==> src/rtl/sw_run_sequencer.sv <==
// On-chip initiator for the FPGAWrapper command protocol: one go runs set_t, target load,
// then one scoring calculation per parameter-table entry, with a watchdog on every wait.
module sw_run_sequencer #(
    parameter int NUM_RUNS    = 2,
    parameter int PARAM_W     = 16,
    parameter int RESULT_W    = 16,
    parameter int TIMEOUT_CYC = 1000000,
    localparam int AW         = (NUM_RUNS > 1) ? $clog2(NUM_RUNS) : 1
) (
    input  logic                clk,
    input  logic                rst,
    input  logic                i_go,
    input  logic                i_param_we,
    input  logic [AW-1:0]       i_param_addr,
    input  logic [PARAM_W-1:0]  i_param_data,
    input  logic                i_busy,
    input  logic                i_valid,
    input  logic [RESULT_W-1:0] i_result,
    output logic                o_set_t,
    output logic                o_start,
    output logic [PARAM_W-1:0]  o_param,
    output logic [RESULT_W-1:0] o_result,
    output logic [AW-1:0]       o_result_idx,
    output logic                o_result_valid,
    output logic                o_run_busy,
    output logic                o_done,
    output logic                o_error
);

    localparam int WD_W = $clog2(TIMEOUT_CYC + 1);

    typedef enum logic [3:0] {
        IDLE, SETT, GUARD, WAIT_T, LOAD, START, WAIT_V, WAIT_D, DONE, ERR
    } state_t;

    state_t                state_q, state_d;
    logic [AW-1:0]         idx_q, idx_d;
    logic [WD_W-1:0]       wd_q;
    logic [PARAM_W-1:0]    table_q [NUM_RUNS];

    logic                  set_t_q, start_q, rvalid_q, run_busy_q, done_q, error_q;
    logic [PARAM_W-1:0]    param_q;
    logic [RESULT_W-1:0]   result_q;
    logic [AW-1:0]         ridx_q;

    logic                  idle_like;
    logic                  in_wait;
    logic                  timeout;

    assign idle_like = (state_q == IDLE) || (state_q == DONE) || (state_q == ERR);
    assign in_wait   = (state_q == WAIT_T) || (state_q == WAIT_V) || (state_q == WAIT_D);
    assign timeout   = (wd_q == WD_W'(TIMEOUT_CYC - 1));

    // Exit conditions are tested before the watchdog so a same-cycle exit always wins.
    always_comb begin
        state_d = state_q;
        idx_d   = idx_q;
        case (state_q)
            IDLE, DONE, ERR: begin
                if (i_go) begin
                    state_d = SETT;
                    idx_d   = '0;
                end
            end
            SETT:   state_d = GUARD;
            GUARD:  state_d = WAIT_T;
            WAIT_T: begin
                if (!i_busy)      state_d = LOAD;
                else if (timeout) state_d = ERR;
            end
            LOAD:   state_d = START;
            START:  state_d = WAIT_V;
            WAIT_V: begin
                if (i_valid)      state_d = WAIT_D;
                else if (timeout) state_d = ERR;
            end
            WAIT_D: begin
                if (!i_busy) begin
                    if (idx_q == AW'(NUM_RUNS - 1)) begin
                        state_d = DONE;
                    end else begin
                        idx_d   = idx_q + AW'(1);
                        state_d = LOAD;
                    end
                end else if (timeout) begin
                    state_d = ERR;
                end
            end
            default: state_d = IDLE;
        endcase
    end

    always_ff @(posedge clk or posedge rst) begin
        if (rst) begin
            for (int i = 0; i < NUM_RUNS; i++) table_q[i] <= '0;
        end else if (i_param_we && idle_like && (32'(i_param_addr) < NUM_RUNS)) begin
            table_q[i_param_addr] <= i_param_data;
        end
    end

    // Outputs are decoded from the next state so every output comes straight from a flop.
    always_ff @(posedge clk or posedge rst) begin
        if (rst) begin
            state_q    <= IDLE;
            idx_q      <= '0;
            wd_q       <= '0;
            set_t_q    <= 1'b0;
            start_q    <= 1'b0;
            param_q    <= '0;
            result_q   <= '0;
            ridx_q     <= '0;
            rvalid_q   <= 1'b0;
            run_busy_q <= 1'b0;
            done_q     <= 1'b0;
            error_q    <= 1'b0;
        end else begin
            state_q <= state_d;
            idx_q   <= idx_d;
            if (state_d != state_q) begin
                wd_q <= '0;
            end else if (in_wait) begin
                wd_q <= wd_q + WD_W'(1);
            end
            set_t_q    <= (state_d == SETT);
            start_q    <= (state_d == START);
            run_busy_q <= !((state_d == IDLE) || (state_d == DONE) || (state_d == ERR));
            done_q     <= (state_d == DONE);
            error_q    <= (state_d == ERR);
            // Loading on entry to LOAD gives the wrapper a full cycle of stable parameters before start.
            if (state_d == LOAD && state_q != LOAD) begin
                param_q <= table_q[idx_d];
            end
            rvalid_q <= 1'b0;
            if (state_q == WAIT_V && i_valid) begin
                result_q <= i_result;
                ridx_q   <= idx_q;
                rvalid_q <= 1'b1;
            end
        end
    end

    assign o_set_t        = set_t_q;
    assign o_start        = start_q;
    assign o_param        = param_q;
    assign o_result       = result_q;
    assign o_result_idx   = ridx_q;
    assign o_result_valid = rvalid_q;
    assign o_run_busy     = run_busy_q;
    assign o_done         = done_q;
    assign o_error        = error_q;

endmodule

==> config.mk <==
export PLATFORM = sky130hd
export DESIGN_NAME = sw_run_sequencer
export DESIGN_NICKNAME = d
export VERILOG_FILES = /design/src/rtl/sw_run_sequencer.sv
export SDC_FILE = /design/constraint.sdc
export NUM_CORES = 1
export LEC_CHECK = 0
export BUFFER_PORTS_ARGS = -buffer_cell sky130_fd_sc_hd__clkbuf_2
export CAP_MARGIN = 15
export CORE_ASPECT_RATIO = 0.9
export CORE_MARGIN = 2
export CORE_UTILIZATION = 50
export CTS_CLUSTER_DIAMETER = 100
export DETAILED_ROUTE_END_ITERATION = 10
export GPL_TIMING_DRIVEN = 0
export PLACE_DENSITY = 0.73
export REMOVE_ABC_BUFFERS = 1
export SYNTH_ARGS = -nofsm -noshare
export SYNTH_HDL_FRONTEND = slang
export SYNTH_SLANG_ARGS = --single-unit
==> constraint.sdc <==
create_clock -name clk -period 6.3 [get_ports clk]
set_input_delay 1.26 -clock clk [delete_from_list [all_inputs] [get_ports clk]]
set_output_delay 1.26 -clock clk [all_outputs]
set_load 0.05 [all_outputs]
After elaboration in Yosys (flattened, before gate mapping)
Cells that the tools add are included.

Order comparisons: 3. Bitwise logic cells: 2. Reductions and logical operators: 15. Eq/ne operators: 17. Muxes and demuxes: 20. Add/sub/neg operators: 2.

Operators by type and width (count): $mux 16 (4); $mux 20 (2); $bwmux 32 (1); $pmux 4 s8 (1); $eq 4x3->1 const B (6); $mux 4 (6); $add 20x1->20 const B (1); $eq 20x20->1 const B (1); $demux 16 s1 (1); $eq 4x4->1 const B (4); $eq 4x1->1 const B (2); $eq 4x2->1 const B (2); $logic_not 4->1 (2); $logic_or 1x1->1 (6); $ge 2x2->1 const B (2); $logic_and 1x1->1 (4); $mux 1 (4); $ne 4x3->1 const B (1); $ne 4x4->1 (1); $not 1->2 (2); $reduce_or 3->1 (1); $lt 2x1->1 const B (1); $pmux 1 s2 (1); $reduce_bool 2->1 (1); other kinds (2) (2).

Bits of input ports: 39. Bits in registers: 96. Word-level logic and storage cells: 73.

Longest topological paths before layout
Depth in word-level cells: 8. Mapped depth: 7.

Worst setup path after synthesis
No wires, ideal clock.

Kind: input port to flip-flop. Start point: input port i_busy. End point: register param_q[0] (netlist: o_param[0]). Path buffers: 1. Arrival time: 2.460 ns. Path slack: 3.705 ns. Data required time: 6.165 ns. Cell stages on the path: 6. Path through: and3b_1 a21oi_1 a21oi_2 buf_4 mux2i_1 o21ai_0.

Word-level cells in the longest chain between the ends: 6. Elaborated cells between the ends (all ways): 11. Classes of those cells: eq/ne (1); mux (8); bitwise (1); reduce/logical (1).

Ends and longest elaborated chain: from (decl) (RTL line 16) `input logic i_busy,`; $mux 1 (RTL line 78) `if (!i_busy) begin`; $pmux 1 s2 (RTL line 58) `case (state_q)`; net idx_d (RTL line 37) `logic [AW-1:0] idx_q, idx_d;`; $not 1->2 (implied by the code) (RTL line 131) `param_q <= table_q[idx_d];`; $mux 16 (implied by the code) (3 in series) (RTL line 131); to (signal assigned) (RTL line 131); to (decl) (RTL line 42) `logic [PARAM_W-1:0] param_q;`.

The timed path passes the listed nets, and every way through them passes these cells. The select of a mux whose other input is x is not followed. A chain may end at the register's enable or synchronous reset.

Worst setup path after layout
Start point: input port i_busy. End point: register wd_q[13].

Word-level cells in the longest chain between the ends: 4. Elaborated cells between the ends (all ways): 6. Classes of those cells: eq/ne (1); mux (4); reduce/logical (1).

Ends and longest elaborated chain: $mux 4 (on tied branches) (RTL line 78, 68); $pmux 4 s8 (*) (RTL line 58); $ne 4x4->1 (*) (RTL line 119) `if (state_d != state_q) begin`; $mux 20 or $reduce_bool 2->1 (tied branches); to (signal assigned) (RTL line 122) `wd_q <= wd_q + WD_W'(1);`; to (decl) (RTL line 38) `logic [WD_W-1:0] wd_q;`.

Every way passes the cells marked *; elsewhere a longest branch is shown, timed or not.

==> summary.txt <==
Placed design
  – Placed Instances: 543
  – IO buf count: 77
  – Routability cong.: 0.8400
  – Pre-CTS WS: 2.919 ns
  – Dpl cell area: 4831 µm²
  – HPWL Detailed: 5798 µm

STA
  – Worst Max-Slew Pin Slew: 1.072 ns
  – # setup viols final: 0
  – Hold Fails Final Rpt: 0
  – Hold slack: 0.4860 ns
  – Worst Skew: 0.007800 ns
  – Max Clk Rate: 330.2 MHz
  – Fin crit share: 48.07%
  – Slew HR: 28.12%
  – Fin. max-slew vios: 0
  – Final worst slack: 3.272 ns
  – Setup TNS Final: 0 ns
  – Fin crit period: 3.028 ns
  – Unrepaired setup endpoints after global routing: false

Drt
  – Drt via density: 5.349
  – Antenna Violating Nets Remaining: 0
  – WL/cell: 14.95 µm
  – DR iter-0 viols: 108
  – Via Count: 2,990
  – Drt pass-1 iters: 4
  – Drt drc: 0
  – Drt total wl: 8357 µm

Setup path
  – Buf/Inv on CP: 1
  – Critical Path Sink Type: flip-flop
  – Max incr delay on CP: 0.85 ns
  – Arr. time, crit path: 3.29 ns
  – Startpoint Class: input pin
  – CP top delay family: simple AND/OR/NAND/NOR gates
  – WS Path Type: input pin to flip-flop
  – Most numerous cell on the critical path: a21oi_1
  – Crit-path max FO: 20
  – Critical-path cell list: clkbuf_2, and3b_1, a31o_2, a21oi_1, nand4bb_1, a21oi_1
  – CP required: 6.56 ns
  – Slowest CP cell: nand4bb_1
  – Reg2reg start: state_q[2]
  – CP startpoint: i_busy

Clock network
  – Clock slew at reported path FFs: 0.09 ns
  – Post-CTS setup buffer count: 0
  – Post-CTS resize count: 0
  – Clk buf depth: 2
  – # clock sinks: 96
  – TritonCTS clock tree: done
  – CTS Buf Count: 9
  – Clock root cell: clkbuf_8
  – Clock latency on the worst-skew pair: 0.36 ns
  – Hold Buf Count CTS: 0
  – H-tree levels: 3

Layout
  – Layout area overhead: 15.62%
  – Final instance area: 5011 µm²
  – Final cell count without fillers: 559
  – Final nets: 475
  – # diodes: 0
  – Fin util: 59.04%
  – Fraction of layout cells with a size suffix above 1: 37.27%

Logic synthesis
  – Main flop type after synthesis: dfrtp_1
  – Most numerous cell in the Yosys netlist: dfrtp_1
  – Number of synthesized flops with an enable pin: 0
  – Distinct cells, synth: 47
  – Mean Syn Cell Area: 11.97 µm²
  – #FFs+latches synth: 96
  – Largest area contributor in the netlist: dfrtp_1
  – Cells after synthesis: 362
  – Top post-synthesis cells by count: dfrtp_1, mux2_2, nand2_1, a21oi_1, o21ai_0
  – Largest cells by area after synthesis: dfrtp_1, mux2_2, mux2i_1
  – Syn. warnings: 0
  – Cell Area, Synth: 4334 µm²
  – Post-synth ARST share: 100.0%
  – Post-synth top area share: 55.43%
  – Register area share after synthesis: 55.43%

GRT
  – Antenna violations before repair: 0
  – Number of global-route vias before repair: 3,195
  – GRT Overall Usage: 19.31%
  – Largest net degree at the start of global routing: 73
  – Gr ovfl total: 0
  – First-pass GRT wire length: 14,410 µm

Pwr
  – Sw Share: 44.58%
  – Static leakage: 2.297 nW
  – Logic pwr share: 45.8%
  – Clock power frac: 14.8%
  – Design Power: 2.510 mW
  – Max VDD drop: 0.2643 mV
  – Internal power: 1.391 mW
  – Sw Pwr: 1.119 mW
  – Pwr/cell area: 500.9 nW/µm²
  – Sequential share of power: 39.4%

Run status
  – Status: finished clean

Die
  – Die W: 102.1 µm
  – Core area: 8488 µm²
  – Die Y: 92.33 µm
  – IO Pins: 78
  – Die Area: 9430 µm²
  – Placement row count: 32
  – Initial core utilization: 51.06%

Hold path
  – Hold path startpoint: o_param[9]
  – Hold Path Class: flip-flop to flip-flop

Flow run
  – Maxcap violations: 0
-- cell families after synthesis --
family	Yosys count	share of synthesized area (%)
compound gates	58	7.882
xor+xnor	19	3.840
fa+ha+maj	1	0.2886
buf+inv	27	3.175
flops	96	55.43
mux	66	16.66
simple gates	95	12.73
-- worst register-to-register path: stages (launching register included) --
cell       delay (ns)
dfrtp_1          0.60
nor2b_1          0.18
o21ai_0          0.09
a32o_1           0.35
nand4bb_1        0.93
a21oi_1          0.43
-- area by class of cell --
cell class	instances	area, µm²
Multi-Input combinational cell	239	1800
Timing Repair Buffer	80	442.9
Fill cell	745	3477
Clock buffer	11	141.4
Clock inverter	5	38.79
Inverter	9	36.28
Sequential cell	96	2402
Tap cell	119	148.9
-- per-layer routing --
layer	wire (µm)	track usage, %
met4	77	5.444
met2	4189	31.96
met5	0	0
met1	3603	24.47
met3	488	6.038
-- state kept, by name (all words and copies together) (netlist names), 4 cells and up --
name and cells:
wd_q 20, o_param 16, state_q 4, table_q 32, o_result 16
-- cell usage in the layout, fill, tap and decap left out, types with 2 or more instances in the layout --
cell type and count:
a21oi_1 22, a21oi_2 6, and2_1 3, and2b_2 2
and4_1 2, buf_8 2, clkbuf_2 77, clkbuf_8 10
clkinv_2 2, dfrtp_1 96, inv_1 8, mux2_2 49
mux2i_1 17, nand2_1 25, nand3_1 8, nand3b_1 3
nand4_1 6, nor2_1 13, nor2b_1 4, nor3_1 9
nor3_2 4, nor3b_1 2, nor4_1 2, o21ai_0 21
or2_2 2, xnor2_1 16, xor2_1 3
-- power by group through the flow --
| stage | registers [mW] | logic (mW) | clock network (mW) |
|---|---|---|---|
| floorplan | 1.34 | 0.509 | 0 |
| global placement | 0.987 | 1.11 | 0 |
| detailed placement | 1.00 | 1.16 | 0 |
| CTS | 0.988 | 1.16 | 0.382 |
| global route | 1.02 | 1.24 | 0.405 |
| finish | 0.988 | 1.15 | 0.372 |
-- final timing paths --
check,cells after the start,slack (ns),end
min in group asynchronous,2,0.84,o_result[11]
max reg2reg,5,3.64,wd_q[13]
min reg2reg,2,0.49,o_param[9]
min,2,0.49,o_param[9]
max in group asynchronous,3,4.80,state_q[1]
max,6,3.27,wd_q[13]
(Power assumes the default switching activity.)
